==> src/rtl/multicast_bus.sv <==
// multicast_bus: tag-addressed multicast from one upstream port to NUM_TARGETS
// downstream targets. Incoming {tag, word} pairs are queued in a small FIFO.
// The head word is delivered to every target whose scan-programmed tag
// matches, and each target is served independently as it becomes ready.
// The all-ones tag can optionally act as a broadcast.
//
// "program" is a reserved word in SystemVerilog, so the scan-shift enable
// port is named program_en.
module multicast_bus #(
  parameter int ADDRESS_WIDTH = 4,
  parameter int BITWIDTH      = 16,
  parameter int NUM_TARGETS   = 4,
  parameter int DEPTH         = 4,
  parameter int BROADCAST_EN  = 1
) (
  input  logic                     clk,
  input  logic                     rstb,
  input  logic                     program_en,
  input  logic [ADDRESS_WIDTH-1:0] scan_tag_in,
  output logic [ADDRESS_WIDTH-1:0] scan_tag_out,
  input  logic                     bus_enable,
  output logic                     bus_ready,
  input  logic [ADDRESS_WIDTH-1:0] tag,
  input  logic [BITWIDTH-1:0]      bus_data,
  output logic [NUM_TARGETS-1:0]   target_enable,
  input  logic [NUM_TARGETS-1:0]   target_ready,
  output logic [BITWIDTH-1:0]      target_data,
  output logic                     busy,
  output logic [15:0]              drop_count
);

  localparam int PTR_W = $clog2(DEPTH);
  localparam int CNT_W = PTR_W + 1;
  localparam logic [CNT_W-1:0]         FULL_CNT  = CNT_W'(DEPTH);
  localparam logic [ADDRESS_WIDTH-1:0] BCAST_TAG = {ADDRESS_WIDTH{1'b1}};

  // Scan-programmed target tags and registered scan output.
  logic [ADDRESS_WIDTH-1:0] tag_reg_q [NUM_TARGETS];
  logic [ADDRESS_WIDTH-1:0] scan_tag_out_q;

  // Input FIFO storage and bookkeeping.
  logic [ADDRESS_WIDTH-1:0] fifo_tag_q  [DEPTH];
  logic [BITWIDTH-1:0]      fifo_data_q [DEPTH];
  logic [PTR_W-1:0]         wr_ptr_q;
  logic [PTR_W-1:0]         rd_ptr_q;
  logic [CNT_W-1:0]         count_q;

  // Head stage: the word currently being delivered.
  logic                   head_valid_q, head_valid_d;
  logic [BITWIDTH-1:0]    head_data_q,  head_data_d;
  logic [NUM_TARGETS-1:0] pending_q,    pending_d;
  logic [15:0]            drop_count_q, drop_count_d;

  // Combinational helpers.
  logic                     fifo_empty_s;
  logic                     fifo_full_s;
  logic                     push_s;
  logic                     pop_s;
  logic                     head_free_s;
  logic [ADDRESS_WIDTH-1:0] fifo_head_tag_s;
  logic [NUM_TARGETS-1:0]   tag_match_s;
  logic                     bcast_s;
  logic [NUM_TARGETS-1:0]   match_s;
  logic [NUM_TARGETS-1:0]   target_enable_s;
  logic [NUM_TARGETS-1:0]   remaining_s;

  assign fifo_empty_s    = (count_q == {CNT_W{1'b0}});
  assign fifo_full_s     = (count_q == FULL_CNT);
  assign bus_ready       = ~fifo_full_s & ~program_en;
  assign push_s          = bus_enable & bus_ready;
  assign fifo_head_tag_s = fifo_tag_q[rd_ptr_q];

  // Delivery strobes. Programming freezes delivery without losing the head.
  assign target_enable_s = {NUM_TARGETS{head_valid_q & ~program_en}} & pending_q & target_ready;
  assign remaining_s     = pending_q & ~target_enable_s;

  // The head slot can take a new word when it is empty, or when this cycle
  // completes its last outstanding delivery (back-to-back streaming).
  assign head_free_s = ~head_valid_q | (remaining_s == {NUM_TARGETS{1'b0}});
  assign pop_s       = head_free_s & ~program_en & ~fifo_empty_s;

  assign target_enable = target_enable_s;
  assign target_data   = (|target_enable_s) ? head_data_q : {BITWIDTH{1'b0}};
  assign busy          = head_valid_q | ~fifo_empty_s;
  assign drop_count    = drop_count_q;
  assign scan_tag_out  = scan_tag_out_q;

  // Match mask of the FIFO head entry against the programmed target tags.
  always_comb begin
    tag_match_s = {NUM_TARGETS{1'b0}};
    for (int i = 0; i < NUM_TARGETS; i++) begin
      tag_match_s[i] = (tag_reg_q[i] == fifo_head_tag_s);
    end
    bcast_s = (BROADCAST_EN != 0) && (fifo_head_tag_s == BCAST_TAG);
    match_s = bcast_s ? {NUM_TARGETS{1'b1}} : tag_match_s;
  end

  // Next state of the head stage: load or drop on pop, retire when done.
  always_comb begin
    head_valid_d = head_valid_q;
    head_data_d  = head_data_q;
    pending_d    = remaining_s;
    drop_count_d = drop_count_q;
    if (pop_s) begin
      if (match_s != {NUM_TARGETS{1'b0}}) begin
        head_valid_d = 1'b1;
        head_data_d  = fifo_data_q[rd_ptr_q];
        pending_d    = match_s;
      end else begin
        head_valid_d = 1'b0;
        pending_d    = {NUM_TARGETS{1'b0}};
        if (drop_count_q != 16'hFFFF) begin
          drop_count_d = drop_count_q + 16'd1;
        end else begin
          drop_count_d = drop_count_q;
        end
      end
    end else if (head_valid_q && (remaining_s == {NUM_TARGETS{1'b0}})) begin
      head_valid_d = 1'b0;
      pending_d    = {NUM_TARGETS{1'b0}};
    end else begin
      head_valid_d = head_valid_q;
    end
  end

  // Scan chain: shift tags toward the last target while programming.
  always_ff @(posedge clk or negedge rstb) begin
    if (!rstb) begin
      for (int i = 0; i < NUM_TARGETS; i++) begin
        tag_reg_q[i] <= {ADDRESS_WIDTH{1'b0}};
      end
      scan_tag_out_q <= {ADDRESS_WIDTH{1'b0}};
    end else if (program_en) begin
      tag_reg_q[0] <= scan_tag_in;
      for (int i = 1; i < NUM_TARGETS; i++) begin
        tag_reg_q[i] <= tag_reg_q[i-1];
      end
      scan_tag_out_q <= tag_reg_q[NUM_TARGETS-1];
    end
  end

  // Input FIFO: write on push, advance read pointer on pop, track occupancy.
  always_ff @(posedge clk or negedge rstb) begin
    if (!rstb) begin
      for (int i = 0; i < DEPTH; i++) begin
        fifo_tag_q[i]  <= {ADDRESS_WIDTH{1'b0}};
        fifo_data_q[i] <= {BITWIDTH{1'b0}};
      end
      wr_ptr_q <= {PTR_W{1'b0}};
      rd_ptr_q <= {PTR_W{1'b0}};
      count_q  <= {CNT_W{1'b0}};
    end else begin
      if (push_s) begin
        fifo_tag_q[wr_ptr_q]  <= tag;
        fifo_data_q[wr_ptr_q] <= bus_data;
        wr_ptr_q              <= wr_ptr_q + PTR_W'(1);
      end
      if (pop_s) begin
        rd_ptr_q <= rd_ptr_q + PTR_W'(1);
      end
      case ({push_s, pop_s})
        2'b10:   count_q <= count_q + CNT_W'(1);
        2'b01:   count_q <= count_q - CNT_W'(1);
        default: count_q <= count_q;
      endcase
    end
  end

  // Head stage and drop counter registers.
  always_ff @(posedge clk or negedge rstb) begin
    if (!rstb) begin
      head_valid_q <= 1'b0;
      head_data_q  <= {BITWIDTH{1'b0}};
      pending_q    <= {NUM_TARGETS{1'b0}};
      drop_count_q <= 16'd0;
    end else begin
      head_valid_q <= head_valid_d;
      head_data_q  <= head_data_d;
      pending_q    <= pending_d;
      drop_count_q <= drop_count_d;
    end
  end

endmodule

==> config.mk <==
export PLATFORM = sky130hd
export DESIGN_NAME = multicast_bus
export DESIGN_NICKNAME = d
export VERILOG_FILES = /design/src/rtl/multicast_bus.sv
export SDC_FILE = /design/constraint.sdc
export NUM_CORES = 1
export LEC_CHECK = 0
export CORE_MARGIN = 5
export CORE_UTILIZATION = 45
export CTS_BUF_LIST = sky130_fd_sc_hd__clkbuf_2
export DETAILED_ROUTE_END_ITERATION = 10
export PLACE_DENSITY = 0.66
export SLEW_MARGIN = 20
export SYNTH_ARGS = -nofsm -noshare
export SYNTH_HDL_FRONTEND = slang
export SYNTH_SLANG_ARGS = --single-unit
==> constraint.sdc <==
create_clock -name clk -period 4.85 [get_ports clk]
set_clock_uncertainty 0.1 [all_clocks]
set_input_delay 0.97 -clock clk [delete_from_list [all_inputs] [get_ports clk]]
set_output_delay 0.97 -clock clk [all_outputs]
set_load 0.03 [all_outputs]
# Yosys cells after proc, flatten, opt, wreduce, memory -nomap -nowiden
# Cells that the tools add are included.
dict set report word_totals {
  reg_bits 144
  inputBits 32
  output_inout_bits 42
  wordCells 86
}
dict set report op_classes {
  addsub 5
  order_cmp 3
  n_eq_ne 9
  muxes 21
  bitwise_logic 18
  reduce_logical 10
}
# operator n
set ops {}
lappend ops {{$bwmux 64} 1}
lappend ops {{$mux 16} 4}
lappend ops {{$bmux 16 s2} 1}
lappend ops {{$demux 16 s2} 1}
lappend ops {{$mux 4} 7}
lappend ops {{$add 16x1->16 const B} 1}
lappend ops {{$bwmux 16} 1}
lappend ops {{$eq 4x4->1} 4}
lappend ops {{$ne 16x16->1 const B} 1}
lappend ops {{$and 4x4->4} 3}
lappend ops {{$bmux 4 s2} 1}
lappend ops {{$demux 4 s2} 1}
lappend ops {{$ge 3x3->1 const B} 2}
lappend ops {{$not 2->3} 2}
lappend ops {{$pmux 3 s2} 1}
lappend ops {{$and 1x1->1} 5}
lappend ops {{$not 1->1} 5}
lappend ops {{$add 2x1->2 const B} 2}
lappend ops {{$eq 4x4->1 const B} 1}
lappend ops {{$logic_not 4->1} 1}
lappend ops {{$not 4->4} 1}
lappend ops {{$reduce_bool 2->1} 2}
lappend ops {{$reduce_bool 4->1} 1}
lappend ops {{$reduce_or 4->1} 1}
lappend ops {{other kinds (12)} 16}

# Logic depth before layout (Yosys ltp)
# Gate-level depths: netlist (run 1).
dict set report depth {
  ltp_word 12
  depth_mapped 11
  mapped_depth_nobuf 10
}

# Worst setup path after synthesis (run 1)
# OpenSTA, ideal clock, no wires.
dict set report synth_timing {
  path_kind {input to output}
  from {input program_en}
  to {output target_data[10]}
  arrival_time_ps 2634
  t_required_ps 3780
  path_slack_ps 1146
  cell_stages 6
  path_buffers 2
  path_cell_list {clkbuf_1 > nor2b_1 > and3_1 > or4_1 > clkbuf_1 > and2_1}
}
dict set report synth_via {
  elab_chain_len 6
}
# item line_no
set synth_lines {}
lappend synth_lines {{from (decl)} 18} ;# input logic program_en,
lappend synth_lines {{$not 1->1} 74} ;# assign target_enable_s = {NUM_TARGETS{head_valid_q & ~program_en}} & pending_q & target_ready;
lappend synth_lines {{$and 1x1->1} 74}
lappend synth_lines {{$and 4x4->4 (2 in a row)} 74}
lappend synth_lines {{net target_enable[2]} 25} ;# output logic [NUM_TARGETS-1:0] target_enable,
lappend synth_lines {{$reduce_or 4->1} 83} ;# assign target_data = (|target_enable_s) ? head_data_q : {BITWIDTH{1'b0}};
lappend synth_lines {{$mux 16} 83}
lappend synth_lines {{to (decl)} 27} ;# output logic [BITWIDTH-1:0] target_data,
# The timed path passes the listed nets, and every way through them passes these cells.

# Final worst setup path (run 1)
dict set report layout_timing {
  from {input program_en}
  to {output target_data[6]}
}
dict set report layout_via {
  elab_chain_len 6
}
# item line_no
set layout_lines {}
lappend layout_lines {{$not 1->1} 74}
lappend layout_lines {{$and 1x1->1} 74}
lappend layout_lines {{$and 4x4->4 (2 in a row)} 74}
lappend layout_lines {{$reduce_or 4->1} 83}
lappend layout_lines {{$mux 16} 83}
# No other way between the ends.

==> results.rst, run 1 <==
.. list-table::
   :header-rows: 1

   * - Metric
     - Value
   * - Number of sinks driven by the clock tree
     - 144
   * - Core Footprint
     - 14500 µm²
   * - Total number of H-tree levels
     - 4
   * - Via count of the first global-routing pass
     - 4400
   * - Mean instance size in the synthesized netlist
     - 13.9 µm²
   * - RSZ-0062 raised after global routing
     - false
   * - Share of layout cells above drive strength 1
     - 31.8%
   * - Count of unresolved DRC violations after routing
     - 0
   * - Overall die area
     - 17400 µm²
   * - Buffers and inverters on the worst path
     - 4
   * - Max_cap viols
     - 0
   * - Mean routed wirelength per cell
     - 17.6 µm
   * - Minimum hold slack
     - 0.0439 ns
   * - Class of the tightest hold or removal check
     - input port to async pin
   * - Standard-cell row count
     - 44
   * - Synthesized netlist net count
     - 522
   * - Switching part of the total power
     - 35.6%
   * - Global-route wire length before repair
     - 22900 µm
   * - Status
     - finished clean
   * - Global route overflow
     - 0
   * - Number of filler cells placed in the layout
     - 1247
   * - CTS tree
     - done
   * - R2R Path End
     - head_data_q[15]
   * - Number of endpoints with negative hold slack in the final report
     - 0
   * - Number of synthesized register bits
     - 144
   * - Start-to-end type of the worst setup path
     - input port to primary output
   * - Boundary Pins
     - 74
   * - Worst slack at placement
     - 0.527 ns
   * - Count of input and output buffers
     - 73
   * - Final Routed Wirelength
     - 13300 µm
   * - Number of max-slew violations in the final report
     - 0
   * - Design internal power
     - 3.03 mW
   * - Overall fraction of global-route tracks in use
     - 16.3%
   * - Leading register cell type out of synthesis
     - sky130_fd_sc_hd__dfrtp_1
   * - First-pass iteration count of the detailed router
     - 6
   * - Detailed router's first-iteration violation count
     - 216
   * - Post CTS Setup Buffer Count
     - 0
   * - Skew-Pair Late Insertion Delay
     - 0.69 ns
   * - Post-synthesis cell count
     - 483
   * - Setup violations, final
     - 0
   * - Peak supply drop
     - 0.000303 V
   * - Static power due to leakage
     - 3.39 nW
   * - Clock input transition at the sequential cells of the worst setup and hold paths
     - 0.19 ns
   * - Worst setup EP type
     - primary output
   * - Finished Cell Area
     - 7790 µm²
   * - Largest net degree at the start of global routing
     - 54
   * - Crit start category
     - input port
   * - Overall Power
     - 4.70 mW
   * - Seq/Total Area, Yosys
     - 53.9%
   * - Dominant combinational cell family by area after synthesis
     - multiplexers
   * - Critical path depth in cells
     - 8
   * - Growth of design area from synthesis to finish
     - 16.5%
   * - Fraction of power consumed by the clock network
     - 12.2%
   * - Tcrit/Tclk final
     - 89.1%
   * - Max Freq
     - 231 MHz
   * - Area share of fa/ha/maj cells after synthesis
     - 1.42%
   * - Cells along the critical path
     - clkdlybuf4s50_1 -> nor2b_1 -> nand3_1 -> inv_1 -> or4_1 -> buf_4 -> and2_1 -> clkdlybuf4s50_1
   * - CTS Buf Count
     - 17
   * - Library cell appearing most often on the critical path
     - sky130_fd_sc_hd__clkdlybuf4s50_1
   * - Final net count
     - 601
   * - Netlist area before placement
     - 6690 µm²
   * - Xor/xnor share of the synthesized area
     - 4.71%
   * - Share of synthesized flip-flops with an asynchronous set or reset
     - 100%
   * - Area fraction in compound gates after synthesis
     - 1.96%
   * - Final non-filler cell total
     - 757
   * - Number of vias per cell
     - 5.38
   * - DRT antenna net count
     - 0
   * - Most common cell after layout, fill and taps aside
     - sky130_fd_sc_hd__dfrtp_1
   * - Critical path peak fanout
     - 16
   * - Pwr per Cell Area
     - 603 nW/µm²
   * - Placed Cells
     - 727
   * - CTS resizes
     - 0
   * - Highest-count cells in the layout ignoring fill and taps
     - sky130_fd_sc_hd__dfrtp_1, sky130_fd_sc_hd__mux2_2, sky130_fd_sc_hd__clkdlybuf4s50_1
   * - Crit-path leading delay family
     - buffers and inverters
   * - Slew margin rel.
     - 43.3%
   * - Buffer depth of the longest clock path
     - 2
   * - Part of the power in combinational logic
     - 44.2%
   * - Y dimension of the die
     - 132 µm
   * - Slack of the worst reg-to-reg path
     - 1.16 ns
   * - Clock Tree Root
     - sky130_fd_sc_hd__clkbuf_2
   * - Gp weighted congestion
     - 0.794
   * - Arr. time, crit path
     - 3.25 ns
   * - Unique cell type count in the Yosys netlist
     - 37
   * - Multiplexer fraction of the synthesized cell area
     - 27.5%
   * - Peak per-stage delay on the critical path
     - 0.59 ns
   * - Count of warnings emitted by yosys
     - 0
   * - Slowest cell on the critical path
     - sky130_fd_sc_hd__clkdlybuf4s50_1
   * - Post-DP Area
     - 7620 µm²
   * - Sequential cell fraction of total power
     - 43.7%
   * - Hold buffer count at CTS
     - 0
   * - Post-synthesis simple-gate area fraction
     - 7.99%
   * - Min setup slack post-route
     - 0.530 ns
   * - Final core occ
     - 53.6%
   * - Transition time at the pin with the least slew margin
     - 0.847 ns
   * - Worst reg-to-reg path cell count
     - 6
   * - Die span in x
     - 132 µm
   * - EDFF count, synth
     - 0
   * - Shortest period the worst path allows
     - 4.32 ns
   * - Switching power total
     - 1.67 mW
   * - Via Count
     - 4074
   * - Worst flop-to-flop path startpoint
     - rd_ptr_q[0]
   * - Antenna violations before repair
     - 0
   * - Antenna diodes
     - 0
   * - Effective utilization at floorplan
     - 46.0%
   * - Setup TNS after final layout
     - 0 ns
   * - Required arrival time at the worst endpoint
     - 3.78 ns
   * - Half-perimeter wire length of the detailed placement result
     - 9120 µm
kinds of logic (layout without fill, tap and decap cells):
family | Yosys count | count (layout)
DFF | 144 | 144
muxes | 141 | 141
and+or+nand+nor | 98 | 98
buffers and inverters | 39 | 129
xor gates and xnor gates | 36 | 36
AOI/OAI and AO/OA | 18 | 18
adders and majority gates | 7 | 7
worst register-to-register path, delay by kind of cell (launching register included):
kind / cells / cell delay [ns]
mux: 2 / 1.13
flops: 1 / 0.90
compound gates: 1 / 0.82
simple gates: 2 / 0.50
xor+xnor: 1 / 0.16
power groups by stage:
stage | clock network (mW) | registers, mW | logic [mW]
CTS | 0.598 | 2.05 | 2.11
global route | 0.647 | 2.13 | 2.26
global placement | 0 | 2.05 | 2.05
detailed placement | 0 | 2.09 | 2.10
floorplan | 0 | 2.01 | 1.64
finish | 0.572 | 2.05 | 2.07
state kept, by name (all words and copies together), names as in the netlist:
register      count
tag_reg_q        16
head_data_q      16
pending_q         4
count_q           3
wr_ptr_q          2
fifo_data_q      64
rd_ptr_q          2
scan_tag_out      4
fifo_tag_q       16
head_valid_q      1
drop_count       16
worst max path at each step:
stage | startpoint | endpoint | slack, ns
floorplan | program_en | target_data[10] | 1.15
global placement | program_en | target_data[10] | 0.56
detailed placement | program_en | target_data[4] | 0.53
CTS | program_en | target_data[15] | 0.51
global route | program_en | target_data[8] | 0.40
finish | program_en | target_data[6] | 0.53
cell usage after synthesis (5+ instances only):
cell / number / area [µm²]
sky130_fd_sc_hd__nand4_1: 7 / 43.8
sky130_fd_sc_hd__nand2b_1: 5 / 31.3
sky130_fd_sc_hd__mux2_2: 109 / 1230
sky130_fd_sc_hd__clkbuf_1: 15 / 56.3
sky130_fd_sc_hd__ha_1: 6 / 75.1
sky130_fd_sc_hd__mux2_4: 9 / 135
sky130_fd_sc_hd__inv_1: 15 / 56.3
sky130_fd_sc_hd__mux4_2: 20 / 450
sky130_fd_sc_hd__xor2_1: 13 / 114
sky130_fd_sc_hd__and2_1: 17 / 106
sky130_fd_sc_hd__nor4_1: 10 / 62.6
sky130_fd_sc_hd__nor3_1: 5 / 25.0
sky130_fd_sc_hd__dfrtp_1: 144 / 3600
sky130_fd_sc_hd__nand2_1: 25 / 93.8
sky130_fd_sc_hd__buf_2: 5 / 25.0
sky130_fd_sc_hd__xnor2_1: 23 / 201
sky130_fd_sc_hd__nand3_1: 12 / 60.1
sky130_fd_sc_hd__nor2_1: 7 / 26.3
layer usage:
| metal | up-vias | GRT usage [%] | share of wire [%] |
|---|---|---|---|
| met3 | 16 | 3.74 | 4.2 |
| met5 | - | 0 | 0 |
| met1 | 2084 | 22.5 | 47 |
| met4 | 0 | 6.00 | 1.2 |
| li1 | 1880 | - | - |
| met2 | 94 | 25.2 | 48 |
cell type report:
class,count,area (µm²),area share (%)
clock inverter,10,72.6,0.931
clock buffer,20,100,1.28
timing repair buffer,84,810,10.4
sequential,144,3600,46.3
multi-input combinational,300,2920,37.5
inverter,15,56.3,0.723
tap,184,230,2.95
Power figures use the tool's default switching activity.
==> run 2: changes to the inputs <==
--- a/config.mk
+++ b/config.mk
@@ -9,7 +9,7 @@
 export CORE_UTILIZATION = 45
 export CTS_BUF_LIST = sky130_fd_sc_hd__clkbuf_2
 export DETAILED_ROUTE_END_ITERATION = 10
-export PLACE_DENSITY = 0.66
+export PLACE_DENSITY = 0.69
 export SLEW_MARGIN = 20
 export SYNTH_ARGS = -nofsm -noshare
 export SYNTH_HDL_FRONTEND = slang
==> constraint.sdc (replaced) <==
create_clock -name clk -period 3.5 [get_ports clk]
set_clock_uncertainty 0.1 [all_clocks]
set_input_delay 0.7 -clock clk [delete_from_list [all_inputs] [get_ports clk]]
set_output_delay 0.7 -clock clk [all_outputs]
set_load 0.03 [all_outputs]
==> results.rst, run 2 (synthesized netlist as in run 1, its figures left out) <==
.. list-table::
   :header-rows: 1

   * - Metric
     - Value
   * - Core Footprint
     - 14500 µm² (unchanged)
   * - CTS Buf Count
     - 17 (unchanged)
   * - Half-perimeter wire length of the detailed placement result
     - 9200 µm (was 9120 µm)
   * - Final core occ
     - 55.7% (was 53.6%)
   * - Fraction of power consumed by the clock network
     - 17.8% (was 12.2%)
   * - Boundary Pins
     - 74 (unchanged)
   * - Die span in x
     - 132 µm (unchanged)
   * - Cells along the critical path
     - clkdlybuf4s50_1 -> nor2b_4 -> nand3_2 -> inv_2 -> or4_4 -> buf_12 -> buf_6 -> and2_4 -> buf_6 (was clkdlybuf4s50_1 -> nor2b_1 -> nand3_1 -> inv_1 -> or4_1 -> buf_4 -> and2_1 -> clkdlybuf4s50_1)
   * - Placed Cells
     - 742 (was 727)
   * - Buffers and inverters on the worst path
     - 5 (was 4)
   * - Transition time at the pin with the least slew margin
     - 0.941 ns (was 0.847 ns)
   * - Standard-cell row count
     - 44 (unchanged)
   * - Crit-path leading delay family
     - buffers and inverters (unchanged)
   * - Status
     - finished clean (unchanged)
   * - Slowest cell on the critical path
     - sky130_fd_sc_hd__or4_4 (was sky130_fd_sc_hd__clkdlybuf4s50_1)
   * - Number of max-slew violations in the final report
     - 0 (unchanged)
   * - DRT antenna net count
     - 0 (unchanged)
   * - Part of the power in combinational logic
     - 42.0% (was 44.2%)
   * - Largest net degree at the start of global routing
     - 118 (was 54)
   * - Critical path peak fanout
     - 8 (was 16)
   * - Total number of H-tree levels
     - 4 (unchanged)
   * - Highest-count cells in the layout ignoring fill and taps
     - sky130_fd_sc_hd__dfrtp_1, sky130_fd_sc_hd__mux2_2, sky130_fd_sc_hd__clkdlybuf4s50_1 (unchanged)
   * - Via count of the first global-routing pass
     - 4430 (was 4400)
   * - Setup violations, final
     - 0 (unchanged)
   * - Design internal power
     - 4.70 mW (was 3.03 mW)
   * - Final Routed Wirelength
     - 13800 µm (was 13300 µm)
   * - Sequential cell fraction of total power
     - 40.2% (was 43.7%)
   * - Count of input and output buffers
     - 73 (unchanged)
   * - Required arrival time at the worst endpoint
     - 2.70 ns (was 3.78 ns)
   * - Y dimension of the die
     - 132 µm (unchanged)
   * - Clock input transition at the sequential cells of the worst setup and hold paths
     - 0.19 ns (about the same)
   * - Overall die area
     - 17400 µm² (unchanged)
   * - Number of sinks driven by the clock tree
     - 144 (unchanged)
   * - Clock Tree Root
     - sky130_fd_sc_hd__clkbuf_2 (unchanged)
   * - Buffer depth of the longest clock path
     - 2 (unchanged)
   * - Peak per-stage delay on the critical path
     - 0.60 ns (was 0.59 ns)
   * - Min setup slack post-route
     - 0.0976 ns (was 0.530 ns)
   * - Share of layout cells above drive strength 1
     - 39.2% (was 31.8%)
   * - Tcrit/Tclk final
     - 97.2%
   * - Mean routed wirelength per cell
     - 17.7 µm (was 17.6 µm)
   * - Class of the tightest hold or removal check
     - register to register (was input port to async pin)
   * - Start-to-end type of the worst setup path
     - input port to primary output (unchanged)
   * - Count of unresolved DRC violations after routing
     - 0 (unchanged)
   * - Switching power total
     - 2.37 mW (was 1.67 mW)
   * - Minimum hold slack
     - 0.403 ns (was 0.0439 ns)
   * - Slew margin rel.
     - 37.2% (was 43.3%)
   * - Static power due to leakage
     - 3.61 nW (was 3.39 nW)
   * - Library cell appearing most often on the critical path
     - sky130_fd_sc_hd__buf_6 (was sky130_fd_sc_hd__clkdlybuf4s50_1)
   * - Worst reg-to-reg path cell count
     - 6 (unchanged)
   * - RSZ-0062 raised after global routing
     - true (was false)
   * - Global-route wire length before repair
     - 22900 µm (about the same)
   * - Critical path depth in cells
     - 9 (was 8)
   * - Number of vias per cell
     - 5.34 (was 5.38)
   * - Detailed router's first-iteration violation count
     - 172 (was 216)
   * - Pwr per Cell Area
     - 873 nW/µm² (was 603 nW/µm²)
   * - Via Count
     - 4160 (was 4074)
   * - Max Freq
     - 294 MHz
   * - Final net count
     - 622 (was 601)
   * - Switching part of the total power
     - 33.6% (was 35.6%)
   * - Effective utilization at floorplan
     - 46.0% (unchanged)
   * - Gp weighted congestion
     - 0.807 (was 0.794)
   * - Global route overflow
     - 0 (unchanged)
   * - Most common cell after layout, fill and taps aside
     - sky130_fd_sc_hd__dfrtp_1 (unchanged)
   * - Largest reg by FF count
     - fifo_data_q (unchanged)
   * - Overall Power
     - 7.07 mW (was 4.70 mW)
   * - CTS tree
     - done (unchanged)
   * - Max_cap viols
     - 0 (unchanged)
   * - Overall fraction of global-route tracks in use
     - 16.3% (about the same)
   * - Min-Delay Path Depth
     - 1
   * - Growth of design area from synthesis to finish
     - 21.1% (was 16.5%)
   * - Worst setup EP type
     - primary output (unchanged)
   * - Number of filler cells placed in the layout
     - 1236 (was 1247)
   * - Number of flip-flops in the largest register
     - 64 (unchanged)
   * - Final non-filler cell total
     - 779 (was 757)
   * - Shortest period the worst path allows
     - 3.40 ns
   * - First-pass iteration count of the detailed router
     - 4 (was 6)
   * - Peak supply drop
     - 0.000385 V (was 0.000303 V)
   * - Antenna violations before repair
     - 0 (unchanged)
   * - Number of endpoints with negative hold slack in the final report
     - 0 (unchanged)
   * - Crit start category
     - input port (unchanged)
   * - Skew-Pair Late Insertion Delay
     - 0.71 ns (was 0.69 ns)
   * - Arr. time, crit path
     - 2.60 ns (was 3.25 ns)
   * - Worst slack at placement
     - -0.284 ns (was 0.527 ns)
   * - Antenna diodes
     - 0 (unchanged)
## run 2: cell count changes in the layout (fill, tap and decap cells not counted), moves of 2 or more
cell                              previous run  this run
sky130_fd_sc_hd__clkbuf_2                   20        18
sky130_fd_sc_hd__nand3_2                     0         2
sky130_fd_sc_hd__buf_2                       0        13
sky130_fd_sc_hd__buf_4                      13        35
sky130_fd_sc_hd__inv_1                      15        13
sky130_fd_sc_hd__clkinv_1                    4         1
sky130_fd_sc_hd__nand3_1                    12        10
sky130_fd_sc_hd__clkdlybuf4s50_1            70        51
sky130_fd_sc_hd__inv_2                       0         2
sky130_fd_sc_hd__bufinv_16                   1         7
## run 2: power by group through the flow
stage	Combinational, mW	Clock, mW	Sequential, mW
2_1_floorplan	2.27	0	2.79
5_1_grt	3.24	1.36	2.95
6_report	2.97	1.25	2.84
4_1_cts	2.99	1.29	2.85
3_3_place_gp	2.89	0	2.84
3_5_place_dp	2.96	0	2.89
## run 2: cell type report
cell class | instances | area, µm² | share of cell area (%)
clock inverters | 13 | 241 | 2.98
inverters | 15 | 56.3 | 0.695
flip-flops and latches | 144 | 3600 | 44.5
clock buffers | 18 | 90.1 | 1.11
well taps | 184 | 230 | 2.84
multi-input cells | 300 | 2950 | 36.4
repair buffers | 105 | 930 | 11.5
## run 2: worst paths after layout
check	startpoint	end	slack, ns
setup / recovery	program_en	target_data[12]	0.1
max in group asynchronous	rstb	fifo_data_q[20]	1.94
min in group asynchronous	rstb	pending_q[2]	0.53
hold reg to reg	drop_count[9]	drop_count[9]	0.40
setup reg to reg	rd_ptr_q[0]	head_data_q[1]	0.25
hold / removal	drop_count[9]	drop_count[9]	0.40
## run 2: layer usage
metal / GRT usage, % / wire length, µm
met4: 4.46 / 151
met5: 0 / 0
met3: 5.31 / 704
met1: 22.2 / 6390
met2: 25.3 / 6570
## run 2: per-stage QoR
stage,setup TNS (ns),instance area [µm²]
after floorplan,0,6690
after global placement,-3.91,7720
after detailed placement,-4.13,7720
after CTS,-0.0147,8060
after global routing,-0.0659,8100
final,0,8100
## run 2: timing repair
item / CTS / global route
endpoints found under the setup margin: 16 / 16
cloned: 0 / 1
setup buffers: 1 / 3
hold buffers: 0 / 1
gates resized for setup: 61 / 32
hold endpoints to repair: 0 / 5
pin swaps: 0 / 3
==> run 3: changes to the inputs <==
--- a/config.mk
+++ b/config.mk
@@ -9,7 +9,7 @@
 export CORE_UTILIZATION = 45
 export CTS_BUF_LIST = sky130_fd_sc_hd__clkbuf_2
 export DETAILED_ROUTE_END_ITERATION = 10
-export PLACE_DENSITY = 0.69
+export PLACE_DENSITY = 0.66
 export SLEW_MARGIN = 20
 export SYNTH_ARGS = -nofsm -noshare
 export SYNTH_HDL_FRONTEND = slang
==> constraint.sdc (replaced) <==
create_clock -name clk -period 4.15 [get_ports clk]
set_clock_uncertainty 0.1 [all_clocks]
set_input_delay 0.83 -clock clk [delete_from_list [all_inputs] [get_ports clk]]
set_output_delay 0.83 -clock clk [all_outputs]
set_load 0.05 [all_outputs]
==> results.rst, run 3 (synthesized netlist as in run 1, its figures left out) <==
.. list-table::
   :header-rows: 1

   * - Metric
     - Value
   * - Post-DP Area
     - 7610 µm² (was 7720 µm²)
   * - Final net count
     - 605 (was 622)
   * - Gp weighted congestion
     - 0.800 (was 0.807)
   * - Max_cap viols
     - 0 (unchanged)
   * - Y dimension of the die
     - 132 µm (unchanged)
   * - Critical path origin
     - program_en (unchanged)
   * - Finished Cell Area
     - 7820 µm² (was 8100 µm²)
   * - Number of filler cells placed in the layout
     - 1240 (was 1236)
   * - Final core occ
     - 53.8% (was 55.7%)
   * - Shortest period the worst path allows
     - 3.64 ns
   * - Post CTS Setup Buffer Count
     - 0 (was 1)
   * - Setup violations, final
     - 0 (unchanged)
   * - Number of vias per cell
     - 5.32 (was 5.34)
   * - Class of the tightest hold or removal check
     - input port to async pin (was register to register)
   * - Skew-Pair Late Insertion Delay
     - 0.73 ns (was 0.71 ns)
   * - Max Freq
     - 275 MHz
   * - DRT antenna net count
     - 0 (unchanged)
   * - Critical path peak fanout
     - 16 (was 8)
   * - Count of unresolved DRC violations after routing
     - 0 (unchanged)
   * - Die span in x
     - 132 µm (unchanged)
   * - Share of layout cells above drive strength 1
     - 35.8% (was 39.2%)
   * - Hold buffer count at CTS
     - 0 (unchanged)
   * - Transition time at the pin with the least slew margin
     - 0.902 ns (was 0.941 ns)
   * - Peak supply drop
     - 0.000363 V (was 0.000385 V)
   * - First-pass iteration count of the detailed router
     - 4 (unchanged)
   * - Global-route wire length before repair
     - 22900 µm (about the same)
   * - Number of sinks driven by the clock tree
     - 144 (unchanged)
   * - Minimum hold slack
     - 0.0862 ns (was 0.403 ns)
   * - Antenna diodes
     - 0 (unchanged)
   * - Effective utilization at floorplan
     - 46.0% (unchanged)
   * - Status
     - finished clean (unchanged)
   * - Largest net degree at the start of global routing
     - 97 (was 118)
   * - Detailed router's first-iteration violation count
     - 237 (was 172)
   * - Growth of design area from synthesis to finish
     - 16.9% (was 21.1%)
   * - Core Footprint
     - 14500 µm² (unchanged)
   * - Number of flip-flops in the largest register
     - 64 (unchanged)
   * - Number of max-slew violations in the final report
     - 0 (unchanged)
   * - Slew margin rel.
     - 39.8% (was 37.2%)
   * - Count of input and output buffers
     - 73 (unchanged)
   * - Buffer depth of the longest clock path
     - 2 (unchanged)
   * - Clock input transition at the sequential cells of the worst setup and hold paths
     - 0.17 ns (was 0.19 ns)
   * - Required arrival time at the worst endpoint
     - 3.22 ns (was 2.70 ns)
   * - Overall fraction of global-route tracks in use
     - 16.4% (was 16.3%)
   * - Overall die area
     - 17400 µm² (unchanged)
   * - Arr. time, crit path
     - 2.71 ns (was 2.60 ns)
   * - CTS tree
     - done (unchanged)
   * - Standard-cell row count
     - 44 (unchanged)
   * - Worst setup EP type
     - primary output (unchanged)
   * - Mean routed wirelength per cell
     - 17.9 µm (was 17.7 µm)
   * - Crit start category
     - input port (unchanged)
   * - Static power due to leakage
     - 3.45 nW (was 3.61 nW)
   * - Worst slack at placement
     - 0.513 ns (was -0.284 ns)
   * - Via Count
     - 4057 (was 4160)
   * - Largest reg by FF count
     - fifo_data_q (unchanged)
   * - Placed Cells
     - 731 (was 742)
   * - Highest-count cells in the layout ignoring fill and taps
     - sky130_fd_sc_hd__dfrtp_1, sky130_fd_sc_hd__mux2_2, sky130_fd_sc_hd__clkdlybuf4s50_1 (unchanged)
   * - Overall Power
     - 5.69 mW (was 7.07 mW)
   * - Min setup slack post-route
     - 0.507 ns (was 0.0976 ns)
   * - Antenna violations before repair
     - 0 (unchanged)
   * - Via count of the first global-routing pass
     - 4497 (was 4430)
   * - Boundary Pins
     - 74 (unchanged)
   * - Total number of H-tree levels
     - 4 (unchanged)
   * - CTS Buf Count
     - 17 (unchanged)
   * - Tcrit/Tclk final
     - 87.8%
   * - Start-to-end type of the worst setup path
     - input port to primary output (unchanged)
   * - Half-perimeter wire length of the detailed placement result
     - 9240 µm (was 9200 µm)
   * - Number of endpoints with negative hold slack in the final report
     - 0 (unchanged)
   * - Pwr per Cell Area
     - 728 nW/µm² (was 873 nW/µm²)
   * - RSZ-0062 raised after global routing
     - false (was true)
   * - Final Routed Wirelength
     - 13600 µm (was 13800 µm)
   * - Clock Tree Root
     - sky130_fd_sc_hd__clkbuf_2 (unchanged)
   * - Most common cell after layout, fill and taps aside
     - sky130_fd_sc_hd__dfrtp_1 (unchanged)
   * - Global route overflow
     - 0 (unchanged)
   * - Setup TNS after final layout
     - 0 ns (unchanged)
   * - CTS resizes
     - 0 (was 61)
   * - Final non-filler cell total
     - 762 (was 779)
   * - Slack of the worst reg-to-reg path
     - 0.88 ns (was 0.25 ns)
   * - Worst flop-to-flop path startpoint
     - rd_ptr_q[0] (unchanged)
-- run 3: changes by cell type in the layout (fill, tap and decap cells not counted), moves of 2 or more --
cell | before | now
sky130_fd_sc_hd__buf_2 | 13 | 0
sky130_fd_sc_hd__bufinv_16 | 7 | 1
sky130_fd_sc_hd__clkinvlp_4 | 1 | 5
sky130_fd_sc_hd__clkinv_2 | 4 | 1
sky130_fd_sc_hd__clkinv_1 | 1 | 3
sky130_fd_sc_hd__clkinv_4 | 0 | 2
sky130_fd_sc_hd__inv_1 | 13 | 15
sky130_fd_sc_hd__inv_2 | 2 | 0
sky130_fd_sc_hd__inv_6 | 0 | 2
sky130_fd_sc_hd__nand3_1 | 10 | 12
sky130_fd_sc_hd__nand3_2 | 2 | 0
-- run 3: layer usage --
layer	GRT usage (%)	share of wire, %	wire length, µm	vias to the layer above
li1	-	-	-	1886
met5	0	0	0	-
met4	5.37	1.5	203	0
met1	21.3	46	6240	2065
met2	26.7	49	6610	89
met3	4.58	4.2	575	17
-- run 3: cell type report --
type / count / area, µm² / share of cell area [%]
repair buffers: 88 / 805 / 10.3
inverters: 15 / 56.3 / 0.720
well taps: 184 / 230 / 2.94
clock buffers: 17 / 85.1 / 1.09
flip-flops and latches: 144 / 3600 / 46.1
multi-input cells: 300 / 2920 / 37.3
clock inverters: 14 / 119 / 1.52
-- run 3: critical path, cell delays in order --
cell,delay [ns]
sky130_fd_sc_hd__clkdlybuf4s50_1,0.48
sky130_fd_sc_hd__nor2b_1,0.08
sky130_fd_sc_hd__nand3_1,0.11
sky130_fd_sc_hd__inv_1,0.06
sky130_fd_sc_hd__or4_1,0.54
sky130_fd_sc_hd__buf_4,0.23
sky130_fd_sc_hd__and2_1,0.18
sky130_fd_sc_hd__buf_4,0.18
-- run 3: final timing paths --
check,endpoint,cells after the start
max,target_data[6],8
min,scan_tag_out[0],1
max reg2reg,head_data_q[4],7
min reg2reg,drop_count[6],1
max in group asynchronous,fifo_data_q[38],2
min in group clk,drop_count[6],1
-- run 3: power by group --
part | internal [mW] | leakage [nW] | total, mW | switching (mW)
Combinational | 1.36 | 1.59 | 2.56 | 1.20
Clock | 0.209 | 0.111 | 0.721 | 0.512
Sequential | 2.00 | 1.74 | 2.41 | 0.411
